**config.mk**
```make
export PLATFORM = sky130hd
export DESIGN_NAME = hazard_ctrl_flat
export DESIGN_NICKNAME = d
export VERILOG_FILES = /design/src/rtl/hazard_pkg.sv /design/src/rtl/hazard_ctrl_if.sv /design/src/rtl/md_busy_timer.sv /design/src/rtl/hazard_ctrl.sv /design/src/flat_wrapper.sv
export SDC_FILE = /design/constraint.sdc
export NUM_CORES = 1
export LEC_CHECK = 0
export ABC_AREA = 1
export BUFFER_PORTS_ARGS = -buffer_cell sky130_fd_sc_hd__buf_2
export CAP_MARGIN = 20
export CORE_MARGIN = 2
export CORE_UTILIZATION = 45
export CTS_CLUSTER_DIAMETER = 40
export DETAILED_ROUTE_END_ITERATION = 7
export GPL_ROUTABILITY_DRIVEN = 0
export PLACE_DENSITY = 0.8
export SLEW_MARGIN = 20
export SYNTH_ARGS = -nofsm -noshare
export SYNTH_HDL_FRONTEND = slang
export SYNTH_HIERARCHICAL = 1
export SYNTH_SLANG_ARGS = --single-unit
```
**constraint.sdc**
```tcl
create_clock -name clk -period 3 [get_ports clk]
set_clock_uncertainty 0.15 [all_clocks]
set_input_delay 0.45 -clock clk [delete_from_list [all_inputs] [get_ports clk]]
set_output_delay 0.45 -clock clk [all_outputs]
set_load 0.01 [all_outputs]
```
**src/rtl/hazard_pkg.sv**
```systemverilog
// Shared encodings for the hazard/stall controller: Tuse/Tnew timing codes,
// mult/div start codes, default unit latencies and the busy-timer state type.
package hazard_pkg;

  // Tuse: cycles from D until the operand is consumed
  localparam logic [1:0] TUSE_D = 2'd0;
  localparam logic [1:0] TUSE_E = 2'd1;
  localparam logic [1:0] TUSE_M = 2'd2;

  // Tnew: cycles until a pending result can be forwarded
  localparam logic [1:0] TNEW_0 = 2'd0;
  localparam logic [1:0] TNEW_1 = 2'd1;
  localparam logic [1:0] TNEW_2 = 2'd2;

  // mult/div start codes seen in E; 2'b11 is treated as no start
  localparam logic [1:0] MD_NONE = 2'b00;
  localparam logic [1:0] MD_MULT = 2'b01;
  localparam logic [1:0] MD_DIV  = 2'b10;

  localparam int MULT_CYC_DEF = 5;
  localparam int DIV_CYC_DEF  = 10;

  typedef enum logic {MD_IDLE = 1'b0, MD_BUSY = 1'b1} md_state_e;

  // Only mult and div launch the unit; anything else is ignored
  function automatic logic md_start_valid(input logic [1:0] code);
    return (code == MD_MULT) || (code == MD_DIV);
  endfunction

endpackage

```
**src/rtl/hazard_ctrl_if.sv**
```systemverilog
// Pipeline-side bundle of the hazard controller: D/E/M stage register
// information in, pipeline enables/bubble control and status out.
interface hazard_ctrl_if;
  logic [4:0]  rs_D, rt_D;
  logic        use_rs_D, use_rt_D;
  logic [1:0]  tuse_rs_D, tuse_rt_D;
  logic [4:0]  a3_E, a3_M;
  logic [1:0]  tnew_E, tnew_M;
  logic        md_D;
  logic [1:0]  md_start_E;
  logic        en_PC, en_FD, clr_DE, stall;
  logic        md_busy;
  logic [3:0]  md_cnt;
  logic [31:0] stall_cnt;
  logic        md_err;

  // Pipeline side: supplies stage info, consumes controls
  modport master (
    output rs_D, rt_D, use_rs_D, use_rt_D, tuse_rs_D, tuse_rt_D,
           a3_E, a3_M, tnew_E, tnew_M, md_D, md_start_E,
    input  en_PC, en_FD, clr_DE, stall, md_busy, md_cnt, stall_cnt, md_err
  );

  // Controller side
  modport slave (
    input  rs_D, rt_D, use_rs_D, use_rt_D, tuse_rs_D, tuse_rt_D,
           a3_E, a3_M, tnew_E, tnew_M, md_D, md_start_E,
    output en_PC, en_FD, clr_DE, stall, md_busy, md_cnt, stall_cnt, md_err
  );
endinterface

```
**src/rtl/md_busy_timer.sv**
```systemverilog
// Busy window of the multi-cycle mult/div unit. A start in E loads the
// unit latency; the counter runs down to zero and the unit frees up.
// Starts arriving while busy are dropped and latch a sticky error.
module md_busy_timer
  import hazard_pkg::*;
#(
  parameter int MULT_CYC = MULT_CYC_DEF,
  parameter int DIV_CYC  = DIV_CYC_DEF
) (
  input  logic       clk,
  input  logic       reset,
  input  logic [1:0] md_start_E,
  output logic       md_busy,
  output logic [3:0] md_cnt,
  output logic       md_err
);

  md_state_e  state, state_nxt;
  logic [3:0] cnt_nxt;
  logic       err_nxt;
  logic       start_ok;

  assign start_ok = md_start_valid(md_start_E);
  assign md_busy  = (state == MD_BUSY);

  // State, counter and sticky error registers
  always_ff @(posedge clk or negedge reset) begin
    if (!reset) begin
      state  <= MD_IDLE;
      md_cnt <= 4'd0;
      md_err <= 1'b0;
    end else begin
      state  <= state_nxt;
      md_cnt <= cnt_nxt;
      md_err <= err_nxt;
    end
  end

  // Next state: load on start when idle, count down when busy
  always_comb begin
    state_nxt = state;
    cnt_nxt   = md_cnt;
    err_nxt   = md_err;
    case (state)
      MD_IDLE: begin
        if (md_start_E == MD_MULT) begin
          state_nxt = MD_BUSY;
          cnt_nxt   = 4'(MULT_CYC);
        end else if (md_start_E == MD_DIV) begin
          state_nxt = MD_BUSY;
          cnt_nxt   = 4'(DIV_CYC);
        end
      end
      MD_BUSY: begin
        if (start_ok) err_nxt = 1'b1;
        if (md_cnt == 4'd1) begin
          state_nxt = MD_IDLE;
          cnt_nxt   = 4'd0;
        end else begin
          cnt_nxt   = md_cnt - 4'd1;
        end
      end
      default: begin
        state_nxt = MD_IDLE;
        cnt_nxt   = 4'd0;
      end
    endcase
  end

endmodule

```
**src/rtl/hazard_ctrl.sv**
```systemverilog
// Stall controller for the 5-stage pipeline. Compares D-stage sources
// against E/M pending writes with Tuse/Tnew, adds the mult/div busy stall,
// and freezes PC/F-D while bubbling D-E. No datapath lives here.
module hazard_ctrl
  import hazard_pkg::*;
#(
  parameter int MULT_CYC = MULT_CYC_DEF,
  parameter int DIV_CYC  = DIV_CYC_DEF
) (
  input logic         clk,
  input logic         reset,
  hazard_ctrl_if.slave hz
);

  logic        rs_hit, rt_hit, md_stall, stall;
  logic        md_busy, md_err;
  logic [3:0]  md_cnt;
  logic [31:0] stall_cnt;

  // A source is hazardous when a younger write will not be ready in time;
  // register zero is hardwired and never waits
  function automatic logic src_hazard(
    input logic       use_src, input logic [4:0] src, input logic [1:0] tuse,
    input logic [4:0] a3_e, input logic [1:0] tnew_e,
    input logic [4:0] a3_m, input logic [1:0] tnew_m);
    return use_src && (src != 5'd0) &&
           (((src == a3_e) && (tnew_e > tuse)) ||
            ((src == a3_m) && (tnew_m > tuse)));
  endfunction

  md_busy_timer #(.MULT_CYC(MULT_CYC), .DIV_CYC(DIV_CYC)) u_md (
    .clk        (clk),
    .reset      (reset),
    .md_start_E (hz.md_start_E),
    .md_busy    (md_busy),
    .md_cnt     (md_cnt),
    .md_err     (md_err)
  );

  // Zero-latency stall decision from current inputs and timer state
  always_comb begin
    rs_hit   = src_hazard(hz.use_rs_D, hz.rs_D, hz.tuse_rs_D,
                          hz.a3_E, hz.tnew_E, hz.a3_M, hz.tnew_M);
    rt_hit   = src_hazard(hz.use_rt_D, hz.rt_D, hz.tuse_rt_D,
                          hz.a3_E, hz.tnew_E, hz.a3_M, hz.tnew_M);
    md_stall = hz.md_D && (md_busy || md_start_valid(hz.md_start_E));
    stall    = rs_hit || rt_hit || md_stall;
  end

  // Saturating count of stalled cycles
  always_ff @(posedge clk or negedge reset) begin
    if (!reset)                          stall_cnt <= 32'd0;
    else if (stall && (stall_cnt != '1)) stall_cnt <= stall_cnt + 32'd1;
  end

  assign hz.stall     = stall;
  assign hz.en_PC     = !stall;
  assign hz.en_FD     = !stall;
  assign hz.clr_DE    = stall;
  assign hz.md_busy   = md_busy;
  assign hz.md_cnt    = md_cnt;
  assign hz.md_err    = md_err;
  assign hz.stall_cnt = stall_cnt;

endmodule

```
**src/flat_wrapper.sv**
```systemverilog
// flat-port wrapper written by rule: the top's interface ports become plain ports
module hazard_ctrl_flat import hazard_pkg::*;
#(
  parameter int MULT_CYC = MULT_CYC_DEF,
  parameter int DIV_CYC  = DIV_CYC_DEF
)
  (clk, reset, hz_rs_D, hz_rt_D, hz_use_rs_D, hz_use_rt_D, hz_tuse_rs_D, hz_tuse_rt_D, hz_a3_E, hz_a3_M, hz_tnew_E, hz_tnew_M, hz_md_D, hz_md_start_E, hz_en_PC, hz_en_FD, hz_clr_DE, hz_stall, hz_md_busy, hz_md_cnt, hz_stall_cnt, hz_md_err);
  hazard_ctrl_if hz_i ();
  input logic clk;
  input logic reset;
  input wire logic [$bits(hz_i.rs_D)-1:0] hz_rs_D;
  input wire logic [$bits(hz_i.rt_D)-1:0] hz_rt_D;
  input wire logic [$bits(hz_i.use_rs_D)-1:0] hz_use_rs_D;
  input wire logic [$bits(hz_i.use_rt_D)-1:0] hz_use_rt_D;
  input wire logic [$bits(hz_i.tuse_rs_D)-1:0] hz_tuse_rs_D;
  input wire logic [$bits(hz_i.tuse_rt_D)-1:0] hz_tuse_rt_D;
  input wire logic [$bits(hz_i.a3_E)-1:0] hz_a3_E;
  input wire logic [$bits(hz_i.a3_M)-1:0] hz_a3_M;
  input wire logic [$bits(hz_i.tnew_E)-1:0] hz_tnew_E;
  input wire logic [$bits(hz_i.tnew_M)-1:0] hz_tnew_M;
  input wire logic [$bits(hz_i.md_D)-1:0] hz_md_D;
  input wire logic [$bits(hz_i.md_start_E)-1:0] hz_md_start_E;
  output wire logic [$bits(hz_i.en_PC)-1:0] hz_en_PC;
  output wire logic [$bits(hz_i.en_FD)-1:0] hz_en_FD;
  output wire logic [$bits(hz_i.clr_DE)-1:0] hz_clr_DE;
  output wire logic [$bits(hz_i.stall)-1:0] hz_stall;
  output wire logic [$bits(hz_i.md_busy)-1:0] hz_md_busy;
  output wire logic [$bits(hz_i.md_cnt)-1:0] hz_md_cnt;
  output wire logic [$bits(hz_i.stall_cnt)-1:0] hz_stall_cnt;
  output wire logic [$bits(hz_i.md_err)-1:0] hz_md_err;
  assign hz_i.rs_D = hz_rs_D;
  assign hz_i.rt_D = hz_rt_D;
  assign hz_i.use_rs_D = hz_use_rs_D;
  assign hz_i.use_rt_D = hz_use_rt_D;
  assign hz_i.tuse_rs_D = hz_tuse_rs_D;
  assign hz_i.tuse_rt_D = hz_tuse_rt_D;
  assign hz_i.a3_E = hz_a3_E;
  assign hz_i.a3_M = hz_a3_M;
  assign hz_i.tnew_E = hz_tnew_E;
  assign hz_i.tnew_M = hz_tnew_M;
  assign hz_i.md_D = hz_md_D;
  assign hz_i.md_start_E = hz_md_start_E;
  assign hz_en_PC = hz_i.en_PC;
  assign hz_en_FD = hz_i.en_FD;
  assign hz_clr_DE = hz_i.clr_DE;
  assign hz_stall = hz_i.stall;
  assign hz_md_busy = hz_i.md_busy;
  assign hz_md_cnt = hz_i.md_cnt;
  assign hz_stall_cnt = hz_i.stall_cnt;
  assign hz_md_err = hz_i.md_err;
  hazard_ctrl #(.MULT_CYC(MULT_CYC), .DIV_CYC(DIV_CYC)) u_core (.clk(clk), .reset(reset), .hz(hz_i));
endmodule
```
==> flow_summary.toml <==
[global_route]
grt_use_total = 0.208
antenna_found_initial = 0
grt_max_degree = 39
grt_pass1_vias = 2939
grt_pass1_wl_um = 12600
overflow = 0

[synthesis]
yosysWarnings = 6
synth_area_sq_um = 3040
synth_cells = 461
synth.avg_cell_area_sq_um = 6.59
yosysUniqueCellTypes = 28
yosysTopAreaCellShare = 0.313
synth_top_cell_by_area = "dfrtp_1"
syn_nets = 509
seq_area_frac_synth = 0.313
synthTopCellsByArea = "dfrtp_1 (31%), nand2_1 (20%), nand3_1 (9.1%)"
ys_seq_elements = 38

[cts]
clk_pin_slew_ns = 0.08
cts_resized = 0
ctsHoldBuffers = 0
post-cts-setup-buffers = 0
clk_path_buf_depth = 2
clock-sinks = 38
cts_tree = "yes"
cts_buffers = 5
root_buffer = "clkbuf_8"
h-tree-depth = 2
insertion_delay_ns = 0.29

[min_path]
min_path_type = "in2async"

[floorplanning]
io_pins = 77
die_w_um = 86.2
dieArea_sq_um = 7420
row_count = 29
start_util = 0.473
chipHeight_um = 86.2
core_sq_um = 6420

[detailed_routing]
ant_nets = 0
drt-initial-drc-count = 184
dr.pass1.iters = 5
routed_wl_um = 7400
vias = 3149
routedWlPerCell_um = 12.1
route.detailed.drc = 0
via_per_inst = 5.14

[setup_path]
crit_path_end = "u_core/hz.stall_cnt[19]$_DFFE_PN0P_"
critical_path_buf_inv_count = 0
rr_worst_depth = 9
r2r_slack_ns = 0.60
cp_slowest_stage_delay_ns = 0.45
r2r_start = "u_core/hz.stall_cnt[1]$_DFFE_PN0P_"
worst_ep_required_time_ns = 3.08
cp_cell_sequence = "ha_1 > nand3_2 > nor2_2 > nand3_2 > nor2_4 > nand3_4 > nand2_2 > nand2_1 > nand2_1"
crit_slowest_cell = "nand2_2"
cp-end-kind = "flip-flop"
path_depth = 9
cp_max_fo = 27
cp_data_arrival_time_ns = 2.49
crit_path_start = "u_core/hz.stall_cnt[1]$_DFFE_PN0P_"
r2r_end = "u_core/hz.stall_cnt[19]$_DFFE_PN0P_"
path_class = "reg2reg"
cpLargestDelayFamily = "simple AND/OR/NAND/NOR gates"
startpoint_type = "flip-flop"

[sta]
tns_ns = 0
slew_headroom = 0.428
max_slew.worst_pin.slew_ns = 0.858
fmaxAchievable_mhz = 416
post-route-min-period_ns = 2.40
hold_violations = 0
rsz0062_at_grt = "no"
period_share = 0.802
finalMaxSlewViolations = 0
finalSetupViolations = 0
whs_ns = 0.115

[layout]
final_cell_mix = "nand2_1 (165), buf_2 (76), inv_1 (64)"
multi_input_comb_area_sq_um = 1770
drive_above_1_share = 0.196
mostFrequentLayoutCell = "nand2_1"
synthToLayoutAreaGrowth_pct = 17.5
fill_cells = 615
seqCellArea_sq_um = 951
fin_nets = 583
antenna_cells = 0

[run]
drv_cap = 0

[place]
port_buffers = 76
dpl.hpwl_um = 5730

[power_and_ir_drop]
max-vdd-ir-drop_uv = 211
p_total_mw = 1.66
p_leak_nw = 2.03
powerDensity_nw_per_um2 = 466

[run_status]
status = "finished, final reports clean"
[kinds of logic after synthesis]
family / Yosys count / synth area share
buf+inv: 78 / 0.106
flops: 38 / 0.313
fa+ha+maj: 13 / 0.0535
compound gates: 15 / 0.0321
xor+xnor: 26 / 0.0750
simple gates: 291 / 0.421
[sequential cells by signal (all words and copies together), names as in the netlist]
signal               cells
u_core/u_md/md_err       1
u_core/u_md/md_busy      1
u_core/hz.stall_cnt     32
u_core/u_md/md_cnt       4
[report_power, final]
group,internal [mW],switching (mW)
clock network,0.232,0.180
logic,0.232,0.351
registers,0.580,0.0894
[metal layers]
metal,part of all wire,track usage
met1,0.44,0.264
met2,0.49,0.359
met4,0.015,0.0707
met5,0,0
met3,0.062,0.0346
[cell usage after synthesis, drive strengths merged]
master,instances
xnor2,8
o21ai,7
o21bai,3
dfrtp,38
buf,9
nor4,2
nor3,8
or2,1
xor2,18
nand4,8
clkbuf,2
inv,67
nand2,166
nor2,46
nand3,60
ha,13
a21oi,5
[cell type report]
type                       instances  area share
timing repair buffer              78       0.111
clock buffer                       8      0.0308
inverter                          67      0.0705
sequential                        38       0.266
multi-input combinational        345       0.495
tap                               77      0.0270
[worst min-delay path by stage]
stage                                              start                                 end  slack, ns  cells past startpoint
after floorplan                                    reset  u_core/hz.stall_cnt[0]$_DFFE_PN0P_      0.004                      0
after global placement    u_core/u_md/md_err$_DFFE_PN0P_      u_core/u_md/md_err$_DFFE_PN0P_       0.32                      1
after detailed placement  u_core/u_md/md_err$_DFFE_PN0P_      u_core/u_md/md_err$_DFFE_PN0P_       0.32                      1
after CTS                                          reset   u_core/u_md/md_cnt[1]$_DFFE_PN0P_       0.14                      1
after global routing                               reset   u_core/u_md/md_cnt[1]$_DFFE_PN0P_       0.19                      1
final                                              reset   u_core/u_md/md_cnt[1]$_DFFE_PN0P_       0.11                      1
[metrics by stage]
stage               instance area [sq um]  cells  utilization  setup slack [ns]
global route                         3570    613        0.556             0.373
CTS                                  3570    613        0.556             0.608
floorplan                            3040    461            -             0.558
detailed placement                   3460    605        0.539             0.627
global placement                     3460    605        0.539             0.679
finish                               3570    613        0.556             0.595
No activity file was read; power rests on OpenSTA's default activity.
